[config.mk]
export PLATFORM = sky130hd
export DESIGN_NAME = piso_serializer
export DESIGN_NICKNAME = d
export VERILOG_FILES = /design/src/rtl/piso_pkg.sv /design/src/rtl/piso_bit_counter.sv /design/src/rtl/piso_serializer.sv
export SDC_FILE = /design/constraint.sdc
export NUM_CORES = 1
export LEC_CHECK = 0
export ABC_CLOCK_PERIOD_IN_PS = 1700
export CORE_MARGIN = 3
export CORE_UTILIZATION = 49
export CTS_CLUSTER_SIZE = 20
export DETAILED_ROUTE_END_ITERATION = 10
export PLACE_DENSITY = 0.86
export SKIP_CTS_REPAIR_TIMING = 1
export SLEW_MARGIN = 0
export SYNTH_ARGS = -nofsm -noshare
export SYNTH_HDL_FRONTEND = slang
export SYNTH_SLANG_ARGS = --single-unit
[constraint.sdc]
create_clock -name clk -period 1.7 [get_ports clk]
set_clock_uncertainty 0.2 [all_clocks]
set_input_delay 0.425 -clock clk [delete_from_list [all_inputs] [get_ports clk]]
set_output_delay 0.425 -clock clk [all_outputs]
set_load 0.05 [all_outputs]
[src/rtl/piso_pkg.sv]
// Shared types and frame-length helper for the PISO serializer; PISO_PARITY_EN appends an even-parity bit.
package piso_pkg;

  typedef enum logic {
    ST_IDLE  = 1'b0,
    ST_SHIFT = 1'b1
  } state_e;

`ifdef PISO_PARITY_EN
  localparam bit PARITY_EN = 1'b1;
`else
  localparam bit PARITY_EN = 1'b0;
`endif

  function automatic int frame_len(input int width, input bit parity_en);
    return parity_en ? width + 1 : width;
  endfunction

endpackage

[src/rtl/piso_bit_counter.sv]
// Bit-slot counter for one serial frame: counts 0..FL-1 while enabled, flags the final slot.
module piso_bit_counter
  import piso_pkg::*;
#(
  parameter int FL    = 8,
  parameter int CNT_W = 4
) (
  input  logic clk_i,
  input  logic rst_i,
  input  logic clr_i,
  input  logic en_i,
  output logic last_o
);

  localparam logic [CNT_W-1:0] TERM = CNT_W'(FL - 1);

  logic [CNT_W-1:0] cnt_q;
  logic [CNT_W-1:0] cnt_d;

  always_comb begin
    cnt_d = cnt_q;
    if (clr_i) begin
      cnt_d = '0;
    end else if (en_i) begin
      cnt_d = cnt_q + CNT_W'(1);
    end
  end

  always_ff @(posedge clk_i) begin
    if (rst_i) begin
      cnt_q <= '0;
    end else begin
      cnt_q <= cnt_d;
    end
  end

  assign last_o = en_i && (cnt_q == TERM);

endmodule

[src/rtl/piso_serializer.sv]
// Parallel-in/serial-out transmitter, MSB first, gapless back-to-back frames.
// Optional macro PISO_PARITY_EN appends an even-parity bit after the LSB.
module piso_serializer
  import piso_pkg::*;
#(
  parameter int WIDTH = 8,
  parameter int CNT_W = $clog2(WIDTH + 1)
) (
  input  logic             clk,
  input  logic             rst,
  input  logic             load_valid,
  input  logic [WIDTH-1:0] load_data,
  output logic             load_ready,
  output logic             sout,
  output logic             sout_valid,
  output logic             sof
);

  localparam int FL = frame_len(WIDTH, PARITY_EN);

  state_e           state_q;
  state_e           state_d;
  logic [WIDTH-1:0] shift_q;
  logic [WIDTH-1:0] shift_d;
  logic             sout_q;
  logic             sout_d;
  logic             sout_valid_q;
  logic             sout_valid_d;
  logic             sof_q;
  logic             sof_d;
  logic             last_bit;
  logic             accept;
  logic             tail_bit;

  // The tail bit rides in the shift register behind the data, so the parity
  // slot falls out of the ordinary shift with no extra mux.
`ifdef PISO_PARITY_EN
  assign tail_bit = ^load_data;
`else
  assign tail_bit = 1'b0;
`endif

  piso_bit_counter #(
    .FL   (FL),
    .CNT_W(CNT_W)
  ) u_bit_counter (
    .clk_i (clk),
    .rst_i (rst),
    .clr_i (accept || last_bit),
    .en_i  (state_q == ST_SHIFT),
    .last_o(last_bit)
  );

  always_comb begin
    load_ready   = !rst && ((state_q == ST_IDLE) || last_bit);
    accept       = load_valid && load_ready;
    state_d      = state_q;
    shift_d      = shift_q;
    sout_d       = 1'b0;
    sout_valid_d = 1'b0;
    sof_d        = 1'b0;

    if (state_q == ST_IDLE) begin
      if (accept) begin
        state_d = ST_SHIFT;
      end
    end else if (last_bit && !accept) begin
      state_d = ST_IDLE;
    end

    if (accept) begin
      shift_d      = {load_data[WIDTH-2:0], tail_bit};
      sout_d       = load_data[WIDTH-1];
      sout_valid_d = 1'b1;
      sof_d        = 1'b1;
    end else if ((state_q == ST_SHIFT) && !last_bit) begin
      shift_d      = {shift_q[WIDTH-2:0], 1'b0};
      sout_d       = shift_q[WIDTH-1];
      sout_valid_d = 1'b1;
    end
  end

  always_ff @(posedge clk) begin
    if (rst) begin
      state_q      <= ST_IDLE;
      shift_q      <= '0;
      sout_q       <= 1'b0;
      sout_valid_q <= 1'b0;
      sof_q        <= 1'b0;
    end else begin
      state_q      <= state_d;
      shift_q      <= shift_d;
      sout_q       <= sout_d;
      sout_valid_q <= sout_valid_d;
      sof_q        <= sof_d;
    end
  end

  assign sout       = sout_q;
  assign sout_valid = sout_valid_q;
  assign sof        = sof_q;

endmodule

# After elaboration in Yosys (flattened, before gate mapping)
# Cells that the tools add are included.
[totals] latchBits=0 n_memories=0 ram_bits=0 output_inout_bits=4 rom_bits=0 regBits=15 in_bits=11
[classes] magnitude_cmp=0 div=0 addsub=1 mux=9 mul=0 n_reduce_logical=12 n_eq_ne=1 bitwise=1 shifts=0
[op_table] op="8-bit two-way mux" n=2
[op_table] op="1-bit two-way mux" n=7
[op_table] op="1-bit logical AND" n=5
[op_table] op="4-bit by 1-bit adder with 4-bit output, second input constant" n=1
[op_table] op="4-bit by 3-bit == test with 1-bit output, second input constant" n=1
[op_table] op="1-bit logical NOT" n=3
[op_table] op="1-bit logical OR" n=2
[op_table] op="2-bit nonzero test" n=1
[op_table] op="2-bit OR reduction" n=1
[op_table] op="1-bit inverter" n=1

# Logic depth before layout (Yosys ltp)
[logic_depth] ltp_word=9 mapped_depth=5 ltp_nobuf=4

# Modules after synthesis
# Synthesis repeated with hierarchy kept, for this count alone.
[hier_totals] hier_cells=64 hier_area_um2=683.2
[by_module_without_submodules] module="piso_serializer" instances=1 cells_each=46 area_per_inst_um2=460.4 seq_area_each_um2=220.2
[by_module_without_submodules] module="piso_bit_counter" instances=1 cells_each=18 area_per_inst_um2=222.7 seq_area_each_um2=80.1

# Worst setup path before layout
# Ideal clock, no wire load.
[synth_path] kind="flip-flop to output port" from="reg u_bit_counter.cnt_q[0]" to="out load_ready" stages_incl_launch_ff=5 required_ns=1.075 n_path_buf=1 slack_ns=-0.208 t_arrival_ns=1.283 path_cell_list="dfxtp_1 -> ha_1 -> nand3b_1 -> buf_4 -> a21oi_2"
[synth_between] elab_chain_cells=4
[synth_rtl] element="start, declared" line="piso_bit_counter.sv:17" text="logic [CNT_W-1:0] cnt_q;"
[synth_rtl] element="start signal, assigned" line="piso_bit_counter.sv:33" text="cnt_q <= cnt_d;"
[synth_rtl] element="4-bit by 3-bit == test with 1-bit output" line="piso_bit_counter.sv:37" text="assign last_o = en_i && (cnt_q == TERM);"
[synth_rtl] element="1-bit logical AND" line="piso_bit_counter.sv:37"
[synth_rtl] element="1-bit logical OR" line="piso_serializer.sv:55" text="load_ready = !rst && ((state_q == ST_IDLE) || last_bit);"
[synth_rtl] element="1-bit logical AND" line="piso_serializer.sv:55"
[synth_rtl] element="end, declared" line="piso_serializer.sv:13" text="output logic load_ready,"
# Every way passes these cells.

# Final worst setup path
# Same ends and word-level chain as after synthesis.

==> results.md <==
* Status: complete, but fails checks
* Failing checks: setup timing
* Cell taking the most area after synthesis: dfxtp_1
* RSZ-0062 raised after global routing: yes
* Filler Cell Count at 96
* Die height at 45.9 um
* Busiest grt layer: met2
* Post-route DRC at 0
* Post-synthesis simple-gate area fraction at 14.3%
* Gr ovfl total at 0
* Critical Path Start Type: flop
* CTS HTree Levels at 1
* Max Cap Viol at 0
* Post-route cell area at 1030 um2
* Fraction of layout cells with a size suffix above 1 at 37.4%
* Number of synthesized register bits at 15
* Initial DRT Pass Iterations at 3
* Commonest cells post-synth: 15 x dfxtp_1, 7 x inv_1, 6 x a211oi_2, 6 x a221oi_2, 6 x nor2b_1
* GPL Wtd Cong at 0.670
* Total CTS buffers at 3
* Seq pwr share at 50.7%
* Worst reg2reg path depth at 6
* Clk Latency, worst-skew pair at 270 ps
* Max-slew violations at 0
* Largest net degree at the start of global routing at 20
* Finished Layout Cells at 106
* RR Endpoint: shift_q[5]$_SDFFE_PP0P_
* Comb pwr share at 23.2%
* FF+latch area at 308 um2
* PD cells at 739 nW/um2
* Leak Pwr at 0.386 nW
* Detailed Route WL at 1.37 mm
* Min Tclk post-route at 1960 ps
* Final setup fails at 1
* Vias at 563
* Met3 Resource Use GR at 2.37%
* Chip width at 45.9 um
* Worst Hold Class: flop to flop
* DP Wirelength at 997 um
* DR iter-0 viols at 12
* Critical path required time at 1070 ps
* Final WS setup at -262 ps
* Setup TNS at -262 ps
* Int Power at 0.553 mW
* Most frequent cell after synthesis: dfxtp_1
* Sw frac at 27.6%
* Antenna violations before repair at 0
* Ys flop type: dfxtp_1
* # IOs at 15
* Post-synth cell types at 27
* Cells after DPL at 101
* Synth Area in Compound Gates at 28.1%
* Max IR drop VDD at 0.592 mV
* GRT Resource Usage Total at 14.8%
* First-pass GRT wire length at 2.25 mm
* Register-to-register setup slack at 80 ps
* Clock power frac at 26.0%
* Routed Antenna Nets at 0
* Total power at 0.764 mW
* # rows at 13
* Sequential fraction of the synthesis area at 38.6%
* Diodes inserted at 0
* Mux cell area share after synthesis at 2.57%
* Core Region at 1400 um2
* Slew Limit Headroom at 77.6%
* Port-buffer cells at 14
* Placed cell areas at 991 um2
* Largest family of logic cells by synthesized area: compound AO/OA/AOI/OAI gates
* Grt met2 use at 22.0%
* Hold Path Depth at 2
* Synth Area in XOR/XNOR at 3.38%
* Main area contributors after synthesis: dfxtp_1 39%, a221oi_2 12%, a211oi_2 9.6%, nor2b_1 4.8%, buf_6 4.3%
* Vias/cell at 5.31
* Number of global-route vias before repair at 490
* Fmax at 510 MHz
* Critical R2R Launch: u_bit_counter.cnt_q[0]$_SDFFE_PP0P_
* Synthesized cell area at 778 um2
* Clock transition at path regs at 90 ps
* Clock sinks at 15
* WP data arrival at 1340 ps
* Root Buffer: clkbuf_4
* Met1 capacity usage during global routing at 20.8%
* Final period util at 115%
* Hold path start: shift_q[5]$_SDFFE_PP0P_
* Crit Path Max Fanout at 3
* Layout Utilization at 73.9%
* Max clock buf depth at 2
* Syn Area/Cell at 10.5 um2
* CTS tree: done
* Hold endpoint: shift_q[6]$_SDFFE_PP0P_
* Routed wire per std cell at 12.9 um
* Initial core utilization at 55.6%
* Area Growth Syn to Fin at 32.8%
* Post-Syn Nets at 86
* Multi-input gate area at 412 um2
* Crit path kind: flop to primary output
* Hold Violations, Final at 0
* Hold WS at 265 ps
* Switch Pwr at 0.211 mW
* Area share of the largest cell type after synthesis at 38.6%
* Nets at 104
* Ys async rst share at 0%
* DP Worst Slack at -138 ps
* Yosys warning count at 0
* Cells after Synth at 74
* Adder-cell area share of the yosys netlist at 1.61%
* Die area at 2100 um2
* EDFF count, synth at 0
* CP Capture Type: primary output
* Slew @ Worst Pin at 336 ps
## how the worst max path moves through the flow
stage                                             start    endpoint  slack [ps]  cells past startpoint
floorplan           u_bit_counter.cnt_q[1]$_SDFFE_PP0P_  load_ready          20                      4
global placement                                    rst  load_ready        -110                      3
detailed placement                                  rst  load_ready        -140                      3
CTS                 u_bit_counter.cnt_q[1]$_SDFFE_PP0P_  load_ready        -290                      4
global route        u_bit_counter.cnt_q[0]$_SDFFE_PP0P_  load_ready        -330                      4
finish              u_bit_counter.cnt_q[0]$_SDFFE_PP0P_  load_ready        -260                      4
## state kept, by name (all words and copies together), names as in the netlist
signal / flops
state_q: 1
u_bit_counter.cnt_q: 4
sof: 1
shift_q: 7
sout_valid: 1
sout: 1
## critical path, stage by stage (launching register included)
cell and delay, ps:
dfxtp_4 380, ha_4 130, nand3b_1 170, a21oi_4 230, buf_12 150
## cells by family after synthesis
| family | count (synthesis) |
|---|---|
| and+or+nand+nor | 19 |
| AOI/OAI and AO/OA | 19 |
| adders and majority gates | 1 |
| muxes | 2 |
| buffers and inverters | 15 |
| DFF | 15 |
| xor gates and xnor gates | 3 |
## routing by layer
| layer | vias up | share of wire [%] |
|---|---|---|
| li1 | 290 | - |
| met1 | 260 | 47 |
| met2 | 11 | 47 |
| met3 | 2 | 5.0 |
| met4 | 0 | 0.87 |
| met5 | - | 0 |
## final cells by class
type | instances | area share (%)
clock buffer | 3 | 2.18
clock inverter | 1 | 0.484
inverter | 8 | 2.91
multi-input combinational | 44 | 39.8
sequential | 15 | 29.8
tap | 15 | 1.82
timing repair buffer | 20 | 23.0
## power groups by stage
stage | clock network [mW] | registers, mW | logic [mW]
floorplan | 0 | 0.404 | 0.107
global placement | 0 | 0.397 | 0.174
detailed placement | 0 | 0.397 | 0.177
CTS | 0.207 | 0.389 | 0.178
global route | 0.215 | 0.390 | 0.191
finish | 0.199 | 0.387 | 0.177
## placed cells by master, fill, tap and decap left out, drive strengths merged
cell type	count
a211oi	6
a21o	1
a21oi	3
a221oi	6
and2	2
buf	10
clkbuf	3
clkdlybuf4s50	10
clkinv	1
dfxtp	15
ha	1
inv	8
mux2i	2
nand2	1
nand2b	1
nand3	1
nand3b	1
nand4	1
nor2	4
nor2b	6
nor3	1
nor3b	1
o211ai	1
o21a	2
xnor2	1
xor2	2
Note: power is estimated with default switching activity, not from simulation.
